[src/rtl/dsm_weight_correlator.sv]
// ============================================================================
// Module  : dsm_weight_correlator
// Brief   : Correlates a 1-bit delta-sigma stream against four 8-tap signed
//           weight vectors and emits I1/Q1/I2/Q2 sums once per period.
//           Optional macro CORR_SAT_EN: saturating accumulators (else wrap).
// Revision: 1.0 - initial release
// ============================================================================
`default_nettype none

module dsm_weight_correlator #(
    parameter int NUM_WIN = 4,
    parameter int OUT_W   = 12
) (
    input  logic                    clock,
    input  logic                    reset_n,
    input  logic                    bit_in,
    input  logic                    bit_valid,
    input  logic                    clear,
    input  logic [7:0][4:0]         w_cos_1,
    input  logic [7:0][4:0]         w_sin_1,
    input  logic [7:0][4:0]         w_cos_2,
    input  logic [7:0][4:0]         w_sin_2,
    output logic signed [OUT_W-1:0] i1_out,
    output logic signed [OUT_W-1:0] q1_out,
    output logic signed [OUT_W-1:0] i2_out,
    output logic signed [OUT_W-1:0] q2_out,
    output logic                    out_valid,
    output logic                    ovf
);

    localparam int                 c_WIN_W    = (NUM_WIN > 1) ? $clog2(NUM_WIN) : 1;
    localparam logic [c_WIN_W-1:0] c_WIN_LAST = c_WIN_W'(NUM_WIN - 1);
    localparam logic [OUT_W-1:0]   c_MAX      = {1'b0, {(OUT_W-1){1'b1}}};
    localparam logic [OUT_W-1:0]   c_MIN      = {1'b1, {(OUT_W-1){1'b0}}};

    logic [2:0]             r_tap_cnt;
    logic [c_WIN_W-1:0]     r_win_cnt;
    logic [3:0][7:0][4:0]   r_shadow;
    logic                   r_out_valid;
    logic                   r_ovf;

    logic [3:0][7:0][4:0]   w_live;
    logic [3:0]             w_ch_ovf;
    logic [OUT_W-1:0]       w_out [4];
    logic                   w_accept;
    logic                   w_first;
    logic                   w_last;

    // Channel order: 0=I1 (cos_1), 1=Q1 (sin_1), 2=I2 (cos_2), 3=Q2 (sin_2)
    assign w_live   = {w_sin_2, w_cos_2, w_sin_1, w_cos_1};
    assign w_accept = bit_valid & ~clear;
    assign w_first  = (r_tap_cnt == 3'd0) && (r_win_cnt == '0);
    assign w_last   = (r_tap_cnt == 3'd7) && (r_win_cnt == c_WIN_LAST);

    always_ff @(posedge clock or negedge reset_n) begin
        if (!reset_n) begin
            r_tap_cnt   <= '0;
            r_win_cnt   <= '0;
            r_shadow    <= '0;
            r_out_valid <= 1'b0;
            r_ovf       <= 1'b0;
        end else if (clear) begin
            r_tap_cnt   <= '0;
            r_win_cnt   <= '0;
            r_out_valid <= 1'b0;
            r_ovf       <= 1'b0;
        end else begin
            r_out_valid <= w_accept & w_last;
            if (w_accept) begin
                r_tap_cnt <= r_tap_cnt + 3'd1;
                if (r_tap_cnt == 3'd7) begin
                    r_win_cnt <= w_last ? '0 : r_win_cnt + 1'b1;
                end
                if (w_first) begin
                    r_shadow <= w_live;
                end
                if (|w_ch_ovf) begin
                    r_ovf <= 1'b1;
                end
            end
        end
    end

    generate
        for (genvar g = 0; g < 4; g++) begin : g_ch
            logic [4:0]       w_wt;
            logic [OUT_W:0]   w_wext;
            logic [OUT_W:0]   w_term;
            logic [OUT_W:0]   w_sum;
            logic [OUT_W-1:0] w_next;
            logic [OUT_W-1:0] r_acc;
            logic [OUT_W-1:0] r_out;

            // First bit of a period uses the live weight it is snapshotting
            assign w_wt   = w_first ? w_live[g][r_tap_cnt] : r_shadow[g][r_tap_cnt];
            assign w_wext = {{(OUT_W-4){w_wt[4]}}, w_wt};
            assign w_term = bit_in ? w_wext : -w_wext;
            assign w_sum  = {r_acc[OUT_W-1], r_acc} + w_term;
            assign w_ch_ovf[g] = w_sum[OUT_W] ^ w_sum[OUT_W-1];

`ifdef CORR_SAT_EN
            assign w_next = w_ch_ovf[g] ? (w_sum[OUT_W] ? c_MIN : c_MAX)
                                        : w_sum[OUT_W-1:0];
`else
            assign w_next = w_sum[OUT_W-1:0];
`endif

            always_ff @(posedge clock or negedge reset_n) begin
                if (!reset_n) begin
                    r_acc <= '0;
                    r_out <= '0;
                end else if (clear) begin
                    r_acc <= '0;
                end else if (w_accept) begin
                    if (w_last) begin
                        r_out <= w_next;
                        r_acc <= '0;
                    end else begin
                        r_acc <= w_next;
                    end
                end
            end

            assign w_out[g] = r_out;
        end
    endgenerate

    assign i1_out    = w_out[0];
    assign q1_out    = w_out[1];
    assign i2_out    = w_out[2];
    assign q2_out    = w_out[3];
    assign out_valid = r_out_valid;
    assign ovf       = r_ovf;

endmodule

`default_nettype wire

[config.mk]
export PLATFORM = sky130hd
export DESIGN_NAME = dsm_weight_correlator
export DESIGN_NICKNAME = d
export VERILOG_FILES = /design/src/rtl/dsm_weight_correlator.sv
export SDC_FILE = /design/constraint.sdc
export NUM_CORES = 1
export LEC_CHECK = 0
export ABC_AREA = 1
export CAP_MARGIN = 5
export CORE_MARGIN = 5
export CORE_UTILIZATION = 55
export DETAILED_ROUTE_END_ITERATION = 7
export PLACE_DENSITY = 0.81
export SYNTH_ARGS = -nofsm -noshare
export SYNTH_HDL_FRONTEND = slang
export SYNTH_SLANG_ARGS = --single-unit
[constraint.sdc]
create_clock -name clock -period 5.7 [get_ports clock]
set_input_delay 1.14 -clock clock [delete_from_list [all_inputs] [get_ports clock]]
set_output_delay 1.14 -clock clock [all_outputs]
set_load 0.01 [all_outputs]
==> metrics.md <==
| Metric | Value |
|---|---|
| Outcome | finished, final reports clean |
| Post-synth design cell area | roughly 15000 sq um |
| Average instance area after synthesis | approximately 8.6 sq um |
| Number of flip-flops and latches in the synthesized netlist | ~260 |
| H-tree level count | 1 |
| Maximum vdd ir drop | about 0.24 mV |
| Max frequency | about 210 MHz |
| Fill cell total of the finished layout | 2113 |
| FF+latch area | 6590 sq um |
| Layout Skew | between 0.009 and 0.01 ns |
| Post-placement cell area | between 15000 and 20000 sq um |
| Dominant cells by area after synthesis | dfrtp_1 44%, nand2_1 10%, mux2_2 7.3% |
| Routed wire length | around 40 mm |
| Nets in the synthesized netlist | between 1500 and 2000 |
| Effective utilization at floorplan | 55.5% |
| End-of-flow core utilization | 67.3% |
| Leakage power | between 8 and 9 nW |
| DIE WIDTH | around 170 um |
| Detailed-route via count | 12912 |
| DRT antenna net count | 0 |
| Clock tree from TritonCTS | yes |
| Required time of the critical path | just over 6 ns |
| Psw | 2.75 mW |
| Gpl congestion | between 0.9 and 1 |
| Area of all placed cells without fillers | roughly 18000 sq um |
| Number of ports placed on the die boundary | 215 |
| Relative contribution of the clock network to total power | approximately a quarter |
| Synth area leader | dfrtp_1 |
| Routed wire per std cell | ~18 um |
| Transition at the pin with the smallest max-transition slack | between 1 and 1.5 ns |
| Slack of the worst reg-to-reg path | 1.03 ns |
| Kind of start point of the critical path | register |
| EDFF count, synth | 0 |
| Tot GR Track Use | about a quarter |
| Most used DFF post-synth | dfrtp_1 |
| Initial antenna violation count | 4 |
| Area share of the largest cell type after synthesis | roughly 44% |
| Total internal power | roughly 4.5 mW |
| Die Footprint | between 30000 and 40000 sq um |
| Sum of net half-perimeters after detailed placement | between 20 and 30 mm |
| Leading cell type in the layout, fill and taps excluded | nand2_1 |
| First-pass iteration count of the detailed router | 5 |
| Post-detailed-route via-to-cell ratio | ~5.7 |
| Sequential fraction of the synthesis area | between 40% and 50% |
| Final count of hold timing violations | 0 |
| Share of the clock period used by the worst path | 81.9% |
| Total grt overflow | 0 |
| Count of yosys warnings during synthesis | 0 |
| Worst min path class | register to register |
| Most used cells in the layout excluding fill and tap cells | 399 x nand2_1, 262 x dfrtp_1, 213 x clkdlybuf4s50_1 |
| Post-CTS Hold Fix Bufs | 0 |
| DR iter-0 viols | a little over 1000 |
| Async set or reset register ratio after synthesis | 100% |
| Via count of the first global-routing pass | ~13000 |
| CTS Root Buffer Type | clkbuf_16 |
| Capture endpoint of the worst hold path | i1_out[2] |
| Setup WS post-layout | 1.03 ns |
| Pre-CTS setup slack | approximately 0.77 ns |
| Share of total power in sequential cells | a little over a third |
| Setup repair bufs after CTS | 0 |
| Final worst hold slack | a little under 0.5 ns |
| Setup repair after global routing missed its margin | no |
| Number of nets at the end of the flow | between 2000 and 2500 |
| Vertical die dimension | about 170 um |
| Proportion of power drawn by combinational gates | approximately two fifths |
| Launch point of the worst hold path | i1_out[2] |
| Total number of clock tree sinks | 263 |
| Hold Crit Depth | 2 |
| Number of instances in the synthesized netlist | 1730 |
| Total of max-cap violations | 0 |
| Latest clock arrival within the worst-skew pair | 0.55 ns |
| Distinct cell type count after synthesis | 33 |
| Share of layout cells above drive strength 1 | 10.2% |
| Largest driver fanout on the critical path | 16 |
| Worst slew margin | a little under a third |
| Startpoint-to-endpoint class of the critical path | register to register |
| Largest net degree at the start of global routing | 219 |
| Area used by multi-input combinational logic | between 7000 and 8000 sq um |
| Endpoint kind of the worst setup timing path | register |
| Post-layout min period | approximately 4.7 ns |
| Beginning of the worst register-to-register path | r_tap_cnt[2] |
| Standard cell core area | 26800 sq um |
| Maximum clock insertion buffer count | 3 |
| Count of buffers from port buffering | between 200 and 250 |
| Power density over the cells | ~400 nW/um^2 |
| Number of cells on the worst reg-to-reg path | 21 |
| Data arrival time at the worst-slack endpoint | 5.11 ns |
| Worst-path clk slew | 0.06 ns |
| Capture instance of the worst register-to-register path | ovf |
| Post-cts resize count | 0 |
| Number of CTS-inserted buffers | 28 |
| Placement Rows | 60 |
| Count of final setup violators | 0 |
| Wire length of the first global-routing pass | 65.7 mm |
| Switching part of the total | between 30 and 40% |
| Final max-slew violation count | 0 |
| Remaining DRCs | 0 |
| Setup Total Neg Slack | 0 ns |
| Area grow syn2layout | 21.1% |
==> through the flow <==
stage / power (mW) / std cells
after floorplan: 4.59 / 1730
after global placement: 5.33 / 2209
after CTS: 7.24 / 2258
after global routing: 7.74 / 2260
final: 7.25 / 2260
after detailed placement: 5.44 / 2209
==> registers in the layout, indices dropped and copies added, names as in the netlist, 2 cells and up <==
register,flops
r_win_cnt,2
r_tap_cnt,3
i1_out,12
g_ch.r_acc,48
r_shadow,160
q1_out,12
i2_out,12
q2_out,12
==> routing by layer <==
metal	global-route usage (%)	up-vias	routed length, um
li1	-	6172	-
met3	4.28	92	2600
met1	34.8	6189	17000
met2	43.7	455	19500
met5	0	-	21
met4	8.09	4	1250
==> layout make-up <==
cell class | count | area share (%)
antenna | 2 | 0.0278
tap | 341 | 2.37
clock inverter | 4 | 0.173
multi-input combinational | 1221 | 40.0
clock buffer | 45 | 4.85
sequential | 263 | 36.5
inverter | 150 | 3.15
timing repair buffer | 234 | 12.9
==> cells by family (layout without fill, tap and decap cells) <==
family / after synthesis / after routing / share of synthesized area [%]
compound gates: 421 / 421 / 16.0
xor+xnor: 48 / 48 / 2.82
fa+ha+maj: 65 / 65 / 5.67
buf+inv: 246 / 433 / 7.47
flops: 263 / 263 / 44.2
mux: 96 / 96 / 7.26
other cells: 0 / 2 / 0
simple gates: 591 / 591 / 16.6
==> worst max-delay path, cell delays in order (launching register included) <==
cell	delay, ns
dfrtp_1	0.79
inv_1	0.54
o311ai_2	0.53
ha_1	0.25
nand3_1	0.13
ha_1	0.24
or2_2	0.30
nand2_2	0.09
inv_1	0.06
ha_1	0.34
a21oi_1	0.21
o21bai_1	0.09
a21oi_1	0.12
o21ai_0	0.12
xor2_1	0.27
inv_1	0.07
nand2_1	0.07
nand2_1	0.06
nor2_1	0.08
nand2_1	0.05
nand2_1	0.06
nand2_1	0.05
==> synth_stat cells (all sizes together) (33+ instances only) <==
cell and count:
inv 150, nor2 37, xor2 43, buf 63
clkbuf 33, nand2 406, a21oi 147, dfrtp 263
ha 61, mux2 96, o21ai 219, nand3 123
==> power by group through the flow <==
| stage | clock network, mW | logic, mW | registers (mW) |
|---|---|---|---|
| 2_1_floorplan | 0 | 2.08 | 2.51 |
| 5_1_grt | 1.89 | 3.23 | 2.61 |
| 6_report | 1.78 | 2.90 | 2.57 |
| 3_5_place_dp | 0 | 2.85 | 2.58 |
| 3_3_place_gp | 0 | 2.77 | 2.56 |
| 4_1_cts | 1.81 | 2.87 | 2.56 |
==> worst max-delay path by stage <==
| stage | end | start |
|---|---|---|
| after floorplan | ovf | r_tap_cnt[1] |
| after global placement | ovf | w_cos_1[6] |
| after detailed placement | ovf | w_cos_2[5] |
| after CTS | ovf | r_tap_cnt[0] |
| after global routing | ovf | r_tap_cnt[0] |
| final | ovf | r_tap_cnt[2] |
Power figures use the tool's default switching activity.
